## config.mk

```make
export PLATFORM = sky130hd
export DESIGN_NAME = ft245_tx_arbiter
export DESIGN_NICKNAME = d
export VERILOG_FILES = /design/src/rtl/ft245_tx_arbiter.sv
export SDC_FILE = /design/constraint.sdc
export NUM_CORES = 1
export LEC_CHECK = 0
export ABC_AREA = 1
export CELL_PAD_IN_SITES_DETAIL_PLACEMENT = 0
export CELL_PAD_IN_SITES_GLOBAL_PLACEMENT = 1
export CORE_MARGIN = 4
export CORE_UTILIZATION = 34
export DETAILED_ROUTE_END_ITERATION = 8
export GPL_ROUTABILITY_DRIVEN = 0
export GPL_TIMING_DRIVEN = 0
export PLACE_DENSITY = 0.94
export RECOVER_POWER = 25
export SLEW_MARGIN = 5
export SYNTH_ARGS = -nofsm -noshare
export SYNTH_HDL_FRONTEND = slang
export SYNTH_SLANG_ARGS = --single-unit
```

## constraint.sdc

```tcl
create_clock -name clock_in -period 3.4 [get_ports clock_in]
set_input_delay 0.68 -clock clock_in [delete_from_list [all_inputs] [get_ports clock_in]]
set_output_delay 0.68 -clock clock_in [all_outputs]
set_load 0.01 [all_outputs]
```

## src/rtl/ft245_tx_arbiter.sv

```systemverilog
// ============================================================================
// ft245_tx_arbiter
// ----------------------------------------------------------------------------
// Shares the FT245 asynchronous-FIFO write port between N_SRC byte-stream
// requesters. A requester is picked by round-robin arbitration. It then sends
// a burst of at most BURST_MAX bytes before the arbiter picks again. Each byte
// is written with one registered wr_n low strobe, and only when txe_n reports
// that the FIFO has space.
//
// Per-byte sequence inside a burst: WAIT_TXE -> STROBE -> HOLD. This takes
// 3 cycles per byte. One IDLE cycle separates consecutive grants.
//
// Parameters:
//   N_SRC      number of requesters (2..8)
//   IDW        width of grant_id, equal to clog2(N_SRC)
//   BURST_MAX  maximum bytes per grant (1..255)
//
// Ports:
//   clock_in   system clock, rising edge
//   reset_n    asynchronous active-low reset
//   txe_n      FT245 TX-FIFO-full flag (low = space), synchronous to clock_in
//   data_out   FT245 data bus (registered)
//   wr_n       FT245 write strobe, active low (registered)
//   src_valid  per-source byte available
//   src_data   per-source byte, source k at [8k+7:8k]
//   src_ready  per-source accept (combinational). A byte transfers on the
//              clock edge where src_valid and src_ready are both high.
//   grant_id   index of the currently granted source (registered)
//   busy       high whenever the arbiter is not in IDLE
//
// Build option:
//   ARB_FIXED_PRIORITY_EN  When this macro is defined, IDLE grants the
//                          lowest-index valid source (source 0 has the
//                          highest priority) and ignores the last grant.
//                          When it is undefined, arbitration is round-robin.
// ============================================================================
module ft245_tx_arbiter #(
    parameter int N_SRC     = 4,
    parameter int IDW       = 2,
    parameter int BURST_MAX = 16
) (
    input  logic                 clock_in,
    input  logic                 reset_n,
    input  logic                 txe_n,
    output logic [7:0]           data_out,
    output logic                 wr_n,
    input  logic [N_SRC-1:0]     src_valid,
    input  logic [8*N_SRC-1:0]   src_data,
    output logic [N_SRC-1:0]     src_ready,
    output logic [IDW-1:0]       grant_id,
    output logic                 busy
);

    typedef enum logic [1:0] {
        IDLE     = 2'd0,
        WAIT_TXE = 2'd1,
        STROBE   = 2'd2,
        HOLD     = 2'd3
    } state_t;

    state_t         state_q,      state_d;
    logic [IDW-1:0] grant_id_q,   grant_id_d;
    logic [IDW-1:0] last_grant_q, last_grant_d;
    logic [7:0]     burst_cnt_q,  burst_cnt_d;
    logic [7:0]     data_out_q,   data_out_d;
    logic           wr_n_q,       wr_n_d;

    // Split the packed data bus into one byte lane per source.
    logic [7:0] src_byte [N_SRC];

    for (genvar gi = 0; gi < N_SRC; gi++) begin : g_src
        assign src_byte[gi]  = src_data[8*gi +: 8];
        // Only the granted source can see ready, and only while waiting
        // for FIFO space.
        assign src_ready[gi] = (state_q == WAIT_TXE) && (grant_id_q == IDW'(gi))
                               && !txe_n && src_valid[gi];
    end

    logic       sel_valid;
    logic [7:0] sel_byte;
    assign sel_valid = src_valid[grant_id_q];
    assign sel_byte  = src_byte[grant_id_q];

    // ------------------------------------------------------------------
    // Arbitration pick
    // ------------------------------------------------------------------
    logic           pick_found;
    logic [IDW-1:0] pick_idx;
    logic [IDW-1:0] cand;
    logic [IDW:0]   cand_sum;

    always_comb begin
        pick_found = 1'b0;
        pick_idx   = '0;
        cand       = '0;
        cand_sum   = '0;
`ifdef ARB_FIXED_PRIORITY_EN
        // The scan runs from the highest index down, so the last hit is
        // the lowest-index valid source.
        for (int i = N_SRC - 1; i >= 0; i--) begin
            cand = IDW'(i);
            if (src_valid[cand]) begin
                pick_found = 1'b1;
                pick_idx   = cand;
            end
        end
`else
        // The search starts one past the last grant and wraps modulo
        // N_SRC. One extra bit of width keeps the wrap correct even when
        // N_SRC is not a power of two.
        for (int i = 1; i <= N_SRC; i++) begin
            cand_sum = {1'b0, last_grant_q} + (IDW+1)'(i);
            if (cand_sum >= (IDW+1)'(N_SRC)) begin
                cand_sum = cand_sum - (IDW+1)'(N_SRC);
            end
            cand = cand_sum[IDW-1:0];
            if (!pick_found && src_valid[cand]) begin
                pick_found = 1'b1;
                pick_idx   = cand;
            end
        end
`endif
    end

    // ------------------------------------------------------------------
    // Next-state logic
    // ------------------------------------------------------------------
    always_comb begin
        state_d      = state_q;
        grant_id_d   = grant_id_q;
        last_grant_d = last_grant_q;
        burst_cnt_d  = burst_cnt_q;
        data_out_d   = data_out_q;
        wr_n_d       = 1'b1;

        case (state_q)
            IDLE: begin
                if (pick_found) begin
                    grant_id_d  = pick_idx;
                    burst_cnt_d = 8'd0;
                    state_d     = WAIT_TXE;
                end
            end

            WAIT_TXE: begin
                if (!sel_valid) begin
                    // The source has gone quiet, so the burst ends even if
                    // no byte was sent.
                    last_grant_d = grant_id_q;
                    state_d      = IDLE;
                end else if (!txe_n) begin
                    data_out_d = sel_byte;
                    wr_n_d     = 1'b0;
                    state_d    = STROBE;
                end
            end

            STROBE: begin
                // The write is committed at this point, so txe_n is
                // ignored here.
                burst_cnt_d = burst_cnt_q + 8'd1;
                state_d     = HOLD;
            end

            HOLD: begin
                // wr_n stays high for one cycle so the FT245 can update
                // txe_n before the next byte.
                if ((burst_cnt_q == 8'(BURST_MAX)) || !sel_valid) begin
                    last_grant_d = grant_id_q;
                    state_d      = IDLE;
                end else begin
                    state_d = WAIT_TXE;
                end
            end

            default: state_d = IDLE;
        endcase
    end

    // ------------------------------------------------------------------
    // State registers
    // ------------------------------------------------------------------
    always_ff @(posedge clock_in or negedge reset_n) begin
        if (!reset_n) begin
            state_q      <= IDLE;
            grant_id_q   <= '0;
            // Start the last grant at N_SRC-1 so that source 0 wins first.
            last_grant_q <= IDW'(N_SRC - 1);
            burst_cnt_q  <= 8'd0;
            data_out_q   <= 8'd0;
            wr_n_q       <= 1'b1;
        end else begin
            state_q      <= state_d;
            grant_id_q   <= grant_id_d;
            last_grant_q <= last_grant_d;
            burst_cnt_q  <= burst_cnt_d;
            data_out_q   <= data_out_d;
            wr_n_q       <= wr_n_d;
        end
    end

    assign data_out = data_out_q;
    assign wr_n     = wr_n_q;
    assign grant_id = grant_id_q;
    assign busy     = (state_q != IDLE);

endmodule

```

==> impl_metrics.csv, run 1 <==
group,metric,value,unit
layout,drive_gt1_frac,0.138,
sta,drv_slew,0,
synthesis,yosysMostFrequentCell,"nand2_1",
cts,cts-root-buf,"clkbuf_8",
status,outcome,"finished clean",
synthesis,synth_common_cells,"nand2_1 (77), nand3_1 (28), nor2_1 (21)",
run,maxCapViolCount,0,
sta,hold_slack,0.473,ns
route,avgViaCountPerCell,4.70,
cts,cts_hold_buf,0,
layout,fin_cells,357,
synthesis,netlist_instances,232,
global_route,grt_pass1_wl,7270,um
synthesis,netlist.area_leader.share,0.301,
synthesis,synth_edf_count,0,
floorplan,die_w,78.0,um
layout,fin_nets,332,
sta,finClkSkew,0.00502,ns
layout,area_growth,39.9,%
cts,cts_tree,"done",
worst_setup_path,worst_setup_path_end_kind,"primary output",
power_and_ir_drop,powerDensity,749,nW/um^2
sta,setup-tns-final,0,ns
cts,cts.path.max_buffers,2,
cts,cts_buffers,3,
global_route,grt_pass1_vias,1647,
synthesis,synth_area,1670,sq um
worst_setup_path,cp_max_fo,4,
sta,finalHoldViolCount,0,
synthesis,synth.largest_area_cell,"dfrtp_1",
worst_setup_path,worstPathRequired,2.72,ns
synthesis,syn_area_per_cell,7.18,sq um
floorplan,top_level_ports,55,
synthesis,synth.yosys.seq_area_share,0.348,
layout,fin_util,0.493,
sta,relSlewSlack,0.322,
worst_setup_path,critPathKind,"input port to primary output",
floorplan,start_util,0.353,
route,drt_iter0_markers,79,
global_route,grt-ovfl-total,0,
power_and_ir_drop,power.leakage,1.07,nW
worst_hold_path,hold_class,"register to register",
global_route,grt_use_total,0.147,
route,vias,1678,
route,antenna_left,0,
global_route,antenna_found_initial,0,
synthesis,yosys-top-cells-area,"dfrtp_1 (30%), nand2_1 (17%), nand3_1 (8.4%)",
route,detail_route.wl_per_cell,11.9,um
route,drc,0,
synthesis,ys.warnings.count,0,
worst_setup_path,start_kind,"input port",
placement,hpwl,3440,um
global_route,grt_max_degree,24,
synthesis,synth_nets,273,
sta,setup_viol,0,
floorplan,coreArea,4720,sq um
cts,htreeDepth,1,
placement,io_buffers,54,
sta,finalCriticalPeriod,2.72,ns
synthesis,ys_ff_latch,23,
cts,clk_latency,0.26,ns
sta,rsz0062_at_grt,"no",
placement,dp.cells,353,
synthesis,dominantRegCellSynth,"dfrtp_1",
sta,fin_crit_sh,0.801,
synthesis,async_reset_ff_frac,1.00,
layout,n_antenna_cell,0,
floorplan,dieArea,6080,sq um
cts,cts.sinks,23,
sta,timing.fmax,367,MHz
cts,cts_resized,0,
floorplan,num_rows,25,
cts,clk_pin_slew,0.08,ns
power_and_ir_drop,peakVddDrop,0.000399,V
worst_setup_path,crit_arrival,2.04,ns
sta,worst_pin_slew,1.01,ns
synthesis,yosysUniqueCellTypes,30,
route,drtPass1Iterations,4,
cts,post-cts-setup-buffers,0,
floorplan,fp.dieH,78.0,um
route,routed_wl,4260,um
flip-flops by register name, summed over array words and instances, names as in the netlist, named ones only:
register / count
wr_n: 1
data_out: 8
grant_id: 2
burst_cnt_q: 8
state_q: 1
last_grant_q: 2
layout make-up:
type                    instances  area [sq um]
fillers                       488          2390
multi-input cells             179           918
flip-flops and latches         23           579
repair buffers                 54           541
well taps                      67          83.8
inverters                      21          81.3
plain buffers                   9          80.1
clock buffers                   3          41.3
clock inverters                 1          5.00
worst max-delay path, stage by stage:
cell and delay (ns):
clkdlybuf4s50_1 0.49, inv_1 0.10, nand2_1 0.11, nor2_1 0.11, clkdlybuf4s50_1 0.55
power by group:
part | leakage (nW) | switching, W | total (W) | internal, W
sequential | 0.288 | 0.0000699 | 0.000446 | 0.000376
combinational | 0.760 | 0.000658 | 0.00113 | 0.000475
clock | 0.0255 | 0.0000839 | 0.000165 | 0.0000815
total | 1.07 | 0.000812 | 0.00174 | 0.000933
kinds of logic (layout without fill, tap and decap cells):
group	Yosys count	in the layout	share of synthesized area
xor+xnor	1	1	0.00526
flops	23	23	0.348
fa+ha+maj	2	2	0.0150
buf+inv	30	88	0.0969
compound gates	27	27	0.105
simple gates	149	149	0.430
per-stage QoR:
stage | instance area (sq um) | worst slack, ns | total power (W)
detailed placement | 2290 | 0.673 | 0.00159
global placement | 2290 | 0.667 | 0.00158
CTS | 2340 | 0.667 | 0.00177
global route | 2330 | 0.583 | 0.00191
floorplan | 1670 | 1.72 | 0.00122
finish | 2330 | 0.675 | 0.00174
layout by cell type, fill, tap and decap left out, types with 6 or more instances in the layout:
master / n
clkdlybuf4s50_1: 52
nand3_1: 28
dfrtp_1: 20
a22oi_1: 8
inv_1: 18
nand2_2: 9
nand2_1: 77
o21ai_0: 6
nor2_1: 21
path summary, 6_finish.rpt:
check                                 from  cells past startpoint             end  slack [ns]
min in group asynchronous          reset_n                      1  burst_cnt_q[2]        1.03
hold / removal                 data_out[7]                      2     data_out[7]        0.47
setup / recovery                     txe_n                      5    src_ready[2]        0.68
max in group asynchronous          reset_n                      1      state_q[0]        1.75
setup reg to reg           last_grant_q[1]                     10  burst_cnt_q[1]        1.69
hold reg to reg                data_out[7]                      2     data_out[7]        0.47
routing by layer:
metal	vias to the layer above	track usage	share of wire
met4	0	0.0385	0.019
met2	56	0.257	0.47
met3	8	0.0336	0.067
li1	872	-	-
met1	742	0.181	0.45
met5	-	0	0
Power figures use the tool's default switching activity.
==> run 2: changes to the inputs <==
--- a/config.mk
+++ b/config.mk
@@ -9,11 +9,11 @@
 export CELL_PAD_IN_SITES_DETAIL_PLACEMENT = 0
 export CELL_PAD_IN_SITES_GLOBAL_PLACEMENT = 1
 export CORE_MARGIN = 4
-export CORE_UTILIZATION = 34
+export CORE_UTILIZATION = 32
 export DETAILED_ROUTE_END_ITERATION = 8
 export GPL_ROUTABILITY_DRIVEN = 0
 export GPL_TIMING_DRIVEN = 0
-export PLACE_DENSITY = 0.94
+export PLACE_DENSITY = 0.9
 export RECOVER_POWER = 25
 export SLEW_MARGIN = 5
 export SYNTH_ARGS = -nofsm -noshare
==> constraint.sdc (replaced) <==
create_clock -name clock_in -period 2.8 [get_ports clock_in]
set_input_delay 0.56 -clock clock_in [delete_from_list [all_inputs] [get_ports clock_in]]
set_output_delay 0.56 -clock clock_in [all_outputs]
set_load 0.01 [all_outputs]
==> run 2 against run 1 <==
Net effect: register-to-register slack lost 0.68 ns; setup slack lost 0.37 ns; global-route usage shrank 0.95 points; critical path depth shrank 1; critical endpoint unchanged.
==> impl_metrics.csv, run 2 (synthesized netlist as in run 1, its figures left out) <==
group,metric,value,unit
worst_setup_path,worstPathRequired,2.24,ns
cts,cts-root-buf,"clkbuf_8",
placement,dp.cells,353,
layout,fin_cells,357,
worst_setup_path,crit_arrival,1.94,ns
sta,finClkSkew,0.00538,ns
global_route,grt_max_degree,24,
cts,clk_pin_slew,0.09,ns
status,outcome,"finished clean",
placement,placement.cell_area,2290,sq um
floorplan,die_w,80.1,um
sta,setup-tns-final,0,ns
layout,fin_nets,332,
floorplan,fp.dieH,80.1,um
global_route,antenna_found_initial,0,
global_route,grt_pass1_vias,1609,
floorplan,start_util,0.341,
worst_setup_path,critPathTopFamily,"buffers and inverters",
worst_hold_path,hold_class,"register to register",
layout,fin_util,0.474,
sta,fin_crit_sh,0.892,
worst_setup_path,cp_slowest_stage_delay,0.59,ns
power_and_ir_drop,powerDensity,911,nW/um^2
worst_hold_path,hp-start,"data_out[3]",
cts,post-cts-setup-buffers,0,
floorplan,num_rows,25,
power_and_ir_drop,power.leakage,1.07,nW
route,vias,1641,
worst_setup_path,reg2reg_depth,9,
worst_setup_path,r2r_slack,1.01,ns
route,antenna_left,0,
cts,clk_latency,0.27,ns
layout,n_antenna_cell,0,
global_route,grt_pass1_wl,6980,um
sta,timing.fmax,401,MHz
floorplan,top_level_ports,55,
route,detail_route.wl_per_cell,11.6,um
power_and_ir_drop,peakVddDrop,0.000334,V
layout,area_growth,39.0,%
worst_setup_path,worst_setup_path_end_kind,"primary output",
run,maxCapViolCount,0,
sta,finalCriticalPeriod,2.50,ns
layout,fillers,528,
worst_setup_path,critPathKind,"input port to primary output",
cts,cts_buffers,3,
sta,setup_viol,0,
worst_setup_path,path_cells,"dlygate4sd3_1 > nand3_1 > nor2_1 > clkdlybuf4s50_1",
worst_setup_path,cp_slowest_cell,"dlygate4sd3_1",
sta,worst_pin_slew,1.02,ns
sta,drv_slew,0,
worst_setup_path,reg2reg_to,"data_out[4]",
route,avgViaCountPerCell,4.60,
route,drtPass1Iterations,4,
cts,cts_hold_buf,0,
placement,hpwl,3380,um
worst_setup_path,start_kind,"input port",
cts,cts_resized,0,
sta,rsz0062_at_grt,"no",
placement,dp_slack,0.286,ns
worst_hold_path,hold_depth,2,
worst_setup_path,critPathBufInv,2,
cts,cts.sinks,23,
cts,cts.path.max_buffers,2,
worst_setup_path,r2r-start,"grant_id[0]",
global_route,grt-ovfl-total,0,
route,routed_wl,4160,um
floorplan,dieArea,6420,sq um
placement,io_buffers,54,
worst_hold_path,holdPathEnd,"data_out[3]",
layout,final_cell_area,2310,sq um
route,drc,0,
layout,mostFrequentLayoutCell,"nand2_1",
cts,cts_tree,"done",
route,drt_iter0_markers,89,
floorplan,coreArea,4880,sq um
sta,relSlewSlack,0.317,
worst_setup_path,cp_max_fo,3,
layout,final_cell_mix,"nand2_1 (78), clkdlybuf4s50_1 (52), nand3_1 (29)",
cts,htreeDepth,1,
layout,drive_gt1_frac,0.128,
sta,setup_ws,0.304,ns
sta,finalHoldViolCount,0,
global_route,grt_use_total,0.137,
-- run 2: worst max path at each step --
stage | startpoint | slack (ns) | cells past startpoint | end
after floorplan | grant_id[1] | 1.25 | 4 | src_ready[0]
after global placement | txe_n | 0.30 | 5 | src_ready[1]
after detailed placement | txe_n | 0.29 | 5 | src_ready[1]
after CTS | txe_n | 0.28 | 5 | src_ready[1]
after global routing | src_valid[2] | 0.21 | 4 | src_ready[2]
final | src_valid[2] | 0.30 | 4 | src_ready[2]
-- run 2: power breakdown --
part / switching [W] / internal [W]
registers: 0.0000846 / 0.000457
clock network: 0.000111 / 0.0000995
logic: 0.000785 / 0.000573
-- run 2: per-layer routing --
metal	up-vias	GRT usage	share of wire	routed length, um
met5	-	0	0	0
met4	0	0.0405	0.014	57
met3	5	0.0348	0.075	313
met2	49	0.238	0.45	1880
met1	715	0.166	0.46	1910
li1	872	-	-	-
-- run 2: area by class of cell --
class                      count  area [sq um]  share of cell area
buffer                         9          80.1              0.0346
timing repair buffer          54           541               0.234
inverter                      21          81.3              0.0351
multi-input combinational    179           903               0.390
tap                           67          83.8              0.0362
sequential                    23           579               0.250
clock inverter                 1          5.00             0.00216
clock buffer                   3          41.3              0.0178
-- run 2: worst min-delay path: stages (launching register included) --
cell and delay (ns):
dfrtp_1 0.35, nand2_1 0.05, nand2_1 0.04
-- run 2: per-stage QoR --
stage	total power, W	hold slack [ns]
detailed placement	0.00194	0.459
CTS	0.00215	0.480
finish	0.00211	0.475
global placement	0.00192	0.457
floorplan	0.00148	0.264
global route	0.00231	0.515
==> run 3: changes to the inputs <==
--- a/config.mk
+++ b/config.mk
@@ -8,6 +8,7 @@
 export ABC_AREA = 1
 export CELL_PAD_IN_SITES_DETAIL_PLACEMENT = 0
 export CELL_PAD_IN_SITES_GLOBAL_PLACEMENT = 1
+export CORE_ASPECT_RATIO = 1.5
 export CORE_MARGIN = 4
 export CORE_UTILIZATION = 32
 export DETAILED_ROUTE_END_ITERATION = 8
@@ -19,3 +20,4 @@
 export SYNTH_ARGS = -nofsm -noshare
 export SYNTH_HDL_FRONTEND = slang
 export SYNTH_SLANG_ARGS = --single-unit
+export TNS_END_PERCENT = 10
==> run 3 against run 2 <==
Net effect: sequential share of layout area is 0.095 points higher; total power is 0.42% higher; clock skew is 0.00089 ns higher; critical path depth stayed put; count of clock-buffer cells in the layout stayed put; die area is 0.37% higher; sequential power hardly changed; worst hold slack better by 0.014 ns.
==> impl_metrics.csv, run 3 (synthesized netlist as in run 1, its figures left out) <==
group,metric,value,unit
sta,relSlewSlack,0.266,
sta,rsz0062_at_grt,"no",
sta,timing.fmax,397,MHz
route,drtPass1Iterations,4,
layout,final_cell_mix,"nand2_1 (78), clkdlybuf4s50_1 (52), nand3_1 (29)",
floorplan,num_rows,31,
cts,clk_pin_slew,0.09,ns
sta,worst_pin_slew,1.10,ns
placement,placement.cell_area,2290,sq um
sta,setup-tns-final,0,ns
cts,cts_hold_buf,0,
worst_setup_path,worstPathRequired,2.24,ns
global_route,antenna_found_initial,0,
layout,fin_cells,356,
global_route,grt_pass1_vias,1759,
route,drc,0,
cts,cts_buffers,3,
cts,cts.path.max_buffers,2,
layout,fillers,542,
sta,setup_ws,0.283,ns
sta,finClkSkew,0.00627,ns
placement,hpwl,3720,um
layout,n_antenna_cell,0,
placement,dp.cells,352,
route,drt_iter0_markers,44,
cts,cts-root-buf,"clkbuf_8",
route,detail_route.wl_per_cell,12.7,um
floorplan,top_level_ports,55,
layout,fin_nets,332,
floorplan,die_w,66.9,um
global_route,grt_max_degree,24,
placement,io_buffers,54,
power_and_ir_drop,powerDensity,918,nW/um^2
layout,regArea,579,sq um
worst_setup_path,cp_max_fo,3,
sta,finalHoldViolCount,0,
sta,setup_viol,0,
layout,drive_gt1_frac,0.124,
route,avgViaCountPerCell,4.70,
floorplan,start_util,0.338,
layout,fin_util,0.468,
cts,htreeDepth,1,
floorplan,fp.dieH,96.4,um
global_route,grt_pass1_wl,7730,um
global_route,grt-ovfl-total,0,
cts,cts_resized,0,
floorplan,dieArea,6450,sq um
cts,cts.sinks,23,
status,outcome,"finished clean",
route,routed_wl,4530,um
worst_hold_path,hold_class,"register to register",
route,antenna_left,0,
floorplan,coreArea,4930,sq um
layout,area_growth,38.5,%
sta,fin_crit_sh,0.899,
placement,dp_slack,0.322,ns
global_route,grt_use_total,0.156,
cts,post-cts-setup-buffers,0,
worst_setup_path,start_kind,"input port",
run,maxCapViolCount,0,
layout,mostFrequentLayoutCell,"nand2_1",
cts,clk_latency,0.26,ns
worst_setup_path,crit_arrival,1.96,ns
power_and_ir_drop,peakVddDrop,0.000418,V
route,vias,1674,
power_and_ir_drop,power.leakage,1.07,nW
cts,cts_tree,"done",
worst_setup_path,critPathKind,"input port to primary output",
layout,final_cell_area,2310,sq um
layout,multi_input_area,903,sq um
sta,finalCriticalPeriod,2.52,ns
sta,drv_slew,0,
worst_setup_path,worst_setup_path_end_kind,"primary output",
[run 3: changes by cell type in the layout (fill, tap and decap cells not counted)]
cell / change
clkbuf_1: +1
buf_6: -1
[run 3: metal layers]
layer / GRT usage / vias to the layer above / part of all wire / routed length (um)
li1: - / 873 / - / -
met1: 0.159 / 763 / 0.38 / 1700
met2: 0.311 / 36 / 0.57 / 2580
met3: 0.0315 / 2 / 0.047 / 212
met4: 0.0406 / 0 / 0.0075 / 34
met5: 0 / - / 0 / 0
[run 3: power by group]
group          internal [W]  switching [W]  total, W  leakage (nW)
Clock             0.0000993       0.000107  0.000207        0.0255
Sequential         0.000457      0.0000833  0.000540         0.288
Combinational      0.000566       0.000806   0.00137         0.753
[run 3: layout make-up]
cell class	count	share of cell area
Buffer	9	0.0315
Clock buffer	3	0.0179
Clock inverter	1	0.00217
Inverter	21	0.0353
Multi-Input combinational cell	179	0.392
Sequential cell	23	0.251
Tap cell	66	0.0358
Timing Repair Buffer	54	0.234
[run 3: critical path, stage by stage]
cell and delay [ns]:
dlygate4sd3_1 0.59, nand3_1 0.12, nor2_1 0.14, clkdlybuf4s50_1 0.55
[run 3: metrics by stage]
step | hold WS, ns | power (W)
after global placement | 0.460 | 0.00195
after global routing | 0.534 | 0.00233
after detailed placement | 0.471 | 0.00197
final | 0.489 | 0.00212
after CTS | 0.494 | 0.00218
after floorplan | 0.264 | 0.00148
[run 3: path summary, 6_finish.rpt]
check                                   from              to  slack, ns  depth (start not counted)
min in group asynchronous            reset_n  burst_cnt_q[4]       0.95                          1
worst max register to register   grant_id[1]     data_out[4]       0.78                          9
worst min register to register   data_out[5]     data_out[5]       0.49                          2
worst max-delay path            src_valid[2]    src_ready[2]       0.28                          4
worst min-delay path             data_out[5]     data_out[5]       0.49                          2
max in group asynchronous            reset_n      state_q[0]       1.19                          1
